### config.mk
export PLATFORM = sky130hd
export DESIGN_NAME = vram_arbiter
export DESIGN_NICKNAME = d
export VERILOG_FILES = /design/src/rtl/vram_arbiter.sv
export SDC_FILE = /design/constraint.sdc
export NUM_CORES = 1
export LEC_CHECK = 0
export CORE_ASPECT_RATIO = 0.7
export CORE_MARGIN = 2
export CORE_UTILIZATION = 56
export CTS_BUF_LIST = sky130_fd_sc_hd__clkbuf_4 sky130_fd_sc_hd__clkbuf_8
export DETAILED_ROUTE_END_ITERATION = 10
export PLACE_DENSITY = 0.84
export SYNTH_ARGS = -nofsm -noshare
export SYNTH_HDL_FRONTEND = slang
export SYNTH_SLANG_ARGS = --single-unit
### constraint.sdc
create_clock -name vga_clk -period 2.6 [get_ports vga_clk]
set_clock_uncertainty 0.05 [all_clocks]
set_input_delay 0.39 -clock vga_clk [delete_from_list [all_inputs] [get_ports vga_clk]]
set_output_delay 0.39 -clock vga_clk [all_outputs]
set_load 0.02 [all_outputs]
### src/rtl/vram_arbiter.sv
// vram_arbiter: single-port VRAM arbiter. Scanout reads take priority over queued CPU writes.
// Optional VRAM_ARB_STATS_EN adds the stall_cnt back-pressure counter port.
module vram_arbiter #(
    parameter int ADDR_W     = 13,
    parameter int DATA_W     = 8,
    parameter int FIFO_DEPTH = 4,
    parameter int PIX_SHIFT  = 3,
    parameter int LINE_WORDS = 100
) (
    input  logic              vga_clk,
    input  logic              reset,
    input  logic              blank_n,
    input  logic [10:0]       next_pixel_h,
    input  logic [10:0]       next_pixel_v,
    input  logic              cpu_wr_req,
    input  logic [ADDR_W-1:0] cpu_wr_addr,
    input  logic [DATA_W-1:0] cpu_wr_data,
    output logic              cpu_wr_ready,
    output logic [ADDR_W-1:0] ram_addr,
    output logic [DATA_W-1:0] ram_wdata,
    output logic              ram_we,
    input  logic [DATA_W-1:0] ram_rdata,
    output logic [DATA_W-1:0] pix_data,
    output logic              pix_valid
`ifdef VRAM_ARB_STATS_EN
    ,
    output logic [15:0]       stall_cnt
`endif
);

    localparam int PTR_W = $clog2(FIFO_DEPTH);
    localparam logic [PTR_W:0] FULL_CNT = (PTR_W+1)'(FIFO_DEPTH);
    localparam logic [10:0] LAST_COL = 11'(LINE_WORDS - 1);

    typedef enum logic [1:0] {IDLE, SCAN, WRITE} state_t;

    state_t state_q, state_d;
    logic [ADDR_W-1:0] fifo_addr [FIFO_DEPTH];
    logic [DATA_W-1:0] fifo_data [FIFO_DEPTH];
    logic [PTR_W-1:0] wr_ptr_q, wr_ptr_d, rd_ptr_q, rd_ptr_d;
    logic [PTR_W:0] count_q, count_d;
    logic [ADDR_W-1:0] ram_addr_q, ram_addr_d;
    logic [DATA_W-1:0] ram_wdata_q, ram_wdata_d;
    logic [DATA_W-1:0] pix_hold_q, pix_hold_d;
    logic blank_d1_q, blank_d1_d;
    logic pix_valid_q, pix_valid_d;
    logic full, empty, push, pop;
    logic [10:0] blk_h, blk_v, blk_h_c;
    logic [ADDR_W-1:0] scan_addr;

    // Next-state, FIFO bookkeeping and registered VRAM port values
    always_comb begin
        blk_v   = next_pixel_v >> PIX_SHIFT;
        blk_h   = next_pixel_h >> PIX_SHIFT;
        blk_h_c = (blk_h > LAST_COL) ? LAST_COL : blk_h;
        scan_addr = ADDR_W'(blk_v) * ADDR_W'(LINE_WORDS) + ADDR_W'(blk_h_c);

        full  = (count_q == FULL_CNT);
        empty = (count_q == '0);
        push  = cpu_wr_req && !full;

        if (blank_n)     state_d = SCAN;
        else if (!empty) state_d = WRITE;
        else             state_d = IDLE;
        pop = (state_d == WRITE);

        wr_ptr_d = push ? wr_ptr_q + 1'b1 : wr_ptr_q;
        rd_ptr_d = pop ? rd_ptr_q + 1'b1 : rd_ptr_q;
        count_d  = count_q;
        if (push && !pop) count_d = count_q + 1'b1;
        if (pop && !push) count_d = count_q - 1'b1;

        ram_addr_d  = ram_addr_q;
        ram_wdata_d = ram_wdata_q;
        if (state_d == SCAN) begin
            ram_addr_d = scan_addr;
        end else if (state_d == WRITE) begin
            ram_addr_d  = fifo_addr[rd_ptr_q];
            ram_wdata_d = fifo_data[rd_ptr_q];
        end

        blank_d1_d  = blank_n;
        pix_valid_d = blank_d1_q;
        pix_hold_d  = pix_valid_q ? ram_rdata : pix_hold_q;
    end

    // FSM, FIFO pointers and output registers; reset discards queued writes
    always_ff @(posedge vga_clk or posedge reset) begin
        if (reset) begin
            state_q     <= IDLE;
            wr_ptr_q    <= '0;
            rd_ptr_q    <= '0;
            count_q     <= '0;
            ram_addr_q  <= '0;
            ram_wdata_q <= '0;
            blank_d1_q  <= 1'b0;
            pix_valid_q <= 1'b0;
            pix_hold_q  <= '0;
        end else begin
            state_q     <= state_d;
            wr_ptr_q    <= wr_ptr_d;
            rd_ptr_q    <= rd_ptr_d;
            count_q     <= count_d;
            ram_addr_q  <= ram_addr_d;
            ram_wdata_q <= ram_wdata_d;
            blank_d1_q  <= blank_d1_d;
            pix_valid_q <= pix_valid_d;
            pix_hold_q  <= pix_hold_d;
        end
    end

    // FIFO storage; emptiness is tracked by count, so no reset needed
    always_ff @(posedge vga_clk) begin
        if (push) begin
            fifo_addr[wr_ptr_q] <= cpu_wr_addr;
            fifo_data[wr_ptr_q] <= cpu_wr_data;
        end
    end

    assign cpu_wr_ready = !full;
    assign ram_we       = (state_q == WRITE);
    assign ram_addr     = ram_addr_q;
    assign ram_wdata    = ram_wdata_q;
    assign pix_valid    = pix_valid_q;
    assign pix_data     = pix_valid_q ? ram_rdata : pix_hold_q;

`ifdef VRAM_ARB_STATS_EN
    logic [15:0] stall_q, stall_d;

    // Saturating count of cycles the CPU is held off by a full FIFO
    always_comb begin
        stall_d = stall_q;
        if (cpu_wr_req && full && stall_q != 16'hFFFF)
            stall_d = stall_q + 16'd1;
    end

    // Stall counter register
    always_ff @(posedge vga_clk or posedge reset) begin
        if (reset) stall_q <= '0;
        else       stall_q <= stall_d;
    end

    assign stall_cnt = stall_q;
`endif

endmodule

==> impl_metrics.tcl <==
set metrics [dict create \
    synth-seq-cells 123 \
    met2_usage_pct 37.2 \
    hold_violations 0 \
    fp-row-count 30 \
    fmax_ghz 0.379 \
    clock_power_share_pct 25.0 \
    numCtsBuffers 17 \
    drive_gt1_share_pct 35.8 \
    synth_area_sq_um 5680 \
    p_switching_mw 2.42 \
    n_antenna_cell 0 \
    period_share_pct 102 \
    r2r_cells 10 \
    layout_min_cycle_time_ns 2.64 \
    dieArea_sq_um 11000 \
    async_flop_share_pct 31.7 \
    detailed_place_hpwl_microns 8220 \
    die_h_microns 88.2 \
    holdPathStages 0 \
    p_seq_share_pct 36.0 \
    viasPerCell 5.57 \
    synth-edff-count 84 \
    synth_flop_cell "edfxtp_1" \
    cts-htree-levels 4 \
    cap_violations 0 \
    worstPathRequired_ns 2.86 \
    critPathKind "in2reg" \
    insertion_delay_ns 0.43 \
    dr.pass1.iters 4 \
    wire_per_inst_microns 20.0 \
    grtUsageTotal_pct 23.4 \
    grt_pass1_vias 3647 \
    cts_sinks 123 \
    peakVddDrop_mv 0.849 \
    detail-route-antenna-nets 0 \
    p_leak_nw 2.93 \
    maxSlewViolCount 0 \
    root_buffer "clkbuf_8" \
    yosysWarnings 0 \
    cts_tree "yes" \
    gr-total-overflow 0 \
    grt_max_degree 40 \
    comb_power_share_pct 39.1 \
    use_met3_pct 7.26 \
    chipWidth_microns 124 \
    clk_pin_slew_worst_paths_ns 0.07 \
    timing.rr.end "count_q[2]$_DFFE_PP0P_" \
    cp-end-kind "flop" \
    synth_seq_area_share_pct 61.6 \
    start_util_pct 58.2 \
    synth_cell_types 43 \
    fin_nets 585 \
    syn_avg_cell_area_sq_um 16.0 \
    maxSlewHeadroom_pct 64.6 \
    port_buffers 80 \
    hp-start "state_q[0]$_DFF_PP0_" \
    rsz0062_at_grt "true" \
    finalNonFillerCells 633 \
    tightest_slew_ns 0.532 \
    grt_busiest_layer "met2" \
    p_per_area_nw_per_um2 1010 \
    dp_slack_ns -0.984 \
    min_path_type "reg2reg" \
    pin_count 87 \
    synthCells 354 \
    timing.rr.start "count_q[0]$_DFFE_PP0P_" \
    start_kind "input port" \
    r2r_setup_slack_ns 0.40 \
    cp_max_fo 3 \
    drc 0 \
    drtIter0Drc 269 \
    worstPathArrival_ns 2.91 \
    vias 3523 \
    violations "negative setup slack" \
    hold_path_end "pix_valid$_DFF_PP0_" \
    setup-violations-final 2 \
    internal_power_mw 5.45 \
    setup_ws_ns -0.0401 \
    wl_microns 12700 \
    met1_usage_pct 32.1 \
    postCtsHoldBufs 0 \
    antenna_found_initial 0 \
    syn2layout_area_growth_pct 37.7 \
    grt_first_pass_wirelength_microns 19000 \
    status "finished with violations" \
    place_congestion 0.789 \
    core_sq_um 9760 \
    clock_path_buffers 2 \
    swShare_pct 30.7 \
    syn_nets 447 \
    dp.cells 591 \
]
[cell usage in the layout, fill, tap and decap left out, types with 3 or more instances in the layout]
master	count
edfxtp_1	84
clkdlybuf4s50_1	70
buf_4	46
dfrtp_1	39
ha_4	22
mux4_2	21
clkbuf_8	20
mux2_2	17
inv_1	15
xnor2_1	12
nand2_1	11
ha_1	11
nor2b_1	9
nor2_1	9
mux2i_1	8
o21ai_0	7
a21oi_1	7
inv_2	6
a211oi_1	5
bufinv_16	5
clkbuf_4	5
o21a_1	4
xor2_1	4
and3_1	4
buf_2	4
buf_12	4
a21o_1	3
and2_1	3
fa_2	3
[cell families (layout without fill, tap and decap cells)]
group                      after synthesis  after routing  synth area share, %
and+or+nand+nor                         51             51                 4.72
adders and majority gates               38             38                 9.04
buffers and inverters                   31            182                 2.43
AOI/OAI and AO/OA                       46             46                 6.22
xor gates and xnor gates                18             18                 2.78
other                                    1              1               0.0661
DFF                                    123            123                 61.6
muxes                                   46             46                 13.1
[Yosys cell counts, drive strengths merged (10+ instances only)]
cell	n	area (sq um)
mux4	21	473
nand2	11	41.3
nor2	11	41.3
xnor2	14	123
mux2	17	191
inv	21	78.8
a21oi	10	53.8
edfxtp	84	2520
nor2b	10	62.6
o21ai	11	70.1
ha	33	413
dfrtp	39	976
[layer usage]
layer	up-vias	wire length, microns
li1	1615	-
met1	1761	5720
met2	125	6080
met3	22	685
met4	0	195
met5	-	0
[repair_timing]
action                     4_1_cts  5_1_grt
pin swaps                       13       21
buffers inserted                 4        6
cloned                           0        0
setup endpoints to repair        6        3
resized for setup               46       19
[how the worst max path moves through the flow]
stage	slack, ns	to	startpoint	cells past startpoint
6_report	-0.04	ram_addr[11]$_DFFE_PP0P_	next_pixel_v[4]	13
5_1_grt	-0.08	ram_addr[11]$_DFFE_PP0P_	next_pixel_v[4]	13
4_1_cts	0.01	ram_addr[12]$_DFFE_PP0P_	next_pixel_v[6]	12
3_5_place_dp	-0.98	ram_addr[12]$_DFFE_PP0P_	next_pixel_v[6]	13
3_3_place_gp	-0.85	ram_addr[11]$_DFFE_PP0P_	next_pixel_v[6]	12
2_1_floorplan	-0.22	ram_addr[11]$_DFFE_PP0P_	next_pixel_v[5]	12
[power by group through the flow]
stage	Sequential, mW	Clock [mW]	Combinational [mW]
3_5_place_dp	2.86	0	2.92
2_1_floorplan	3.00	0	1.73
5_1_grt	2.88	2.07	3.30
3_3_place_gp	2.83	0	2.82
4_1_cts	2.83	2.00	3.00
6_report	2.83	1.97	3.07
[sequential cells by signal (all words and copies together), names as in the netlist]
register and flops:
fifo_addr 52, fifo_data 32, ram_addr 13, pix_hold_q 8, ram_wdata 8, count_q 3
rd_ptr_q 2, state_q 2, wr_ptr_q 2, pix_valid 1
[critical path, cell delays in order]
cell      delay (ns)
buf_4           0.14
ha_4            0.27
ha_4            0.19
ha_4            0.26
inv_2           0.04
fa_2            0.54
inv_2           0.06
ha_4            0.24
o21a_1          0.13
o31ai_4         0.08
a211oi_2        0.12
and2_1          0.17
o31a_1          0.28
[cell type report]
| type | instances | area, sq um |
|---|---|---|
| clock buffers | 25 | 313 |
| clock inverters | 7 | 160 |
| well taps | 128 | 160 |
| flip-flops and latches | 123 | 3500 |
| inverters | 21 | 78.8 |
| fillers | 495 | 1940 |
| repair buffers | 129 | 1200 |
| multi-input cells | 200 | 2410 |
[metrics by stage]
stage	instance area, sq um	hold WS, ns	setup TNS, ns	util [%]	power, mW
2_1_floorplan	5900	0.304	-0.628	-	4.73
3_3_place_gp	7120	0.313	-4.73	73.0	5.66
3_5_place_dp	7120	0.324	-5.36	73.0	5.78
4_1_cts	7710	0.335	0	79.0	7.83
5_1_grt	7820	0.355	-0.218	80.1	8.25
6_report	7820	0.330	-0.0568	80.1	7.87
Power figures use the tool's default switching activity.
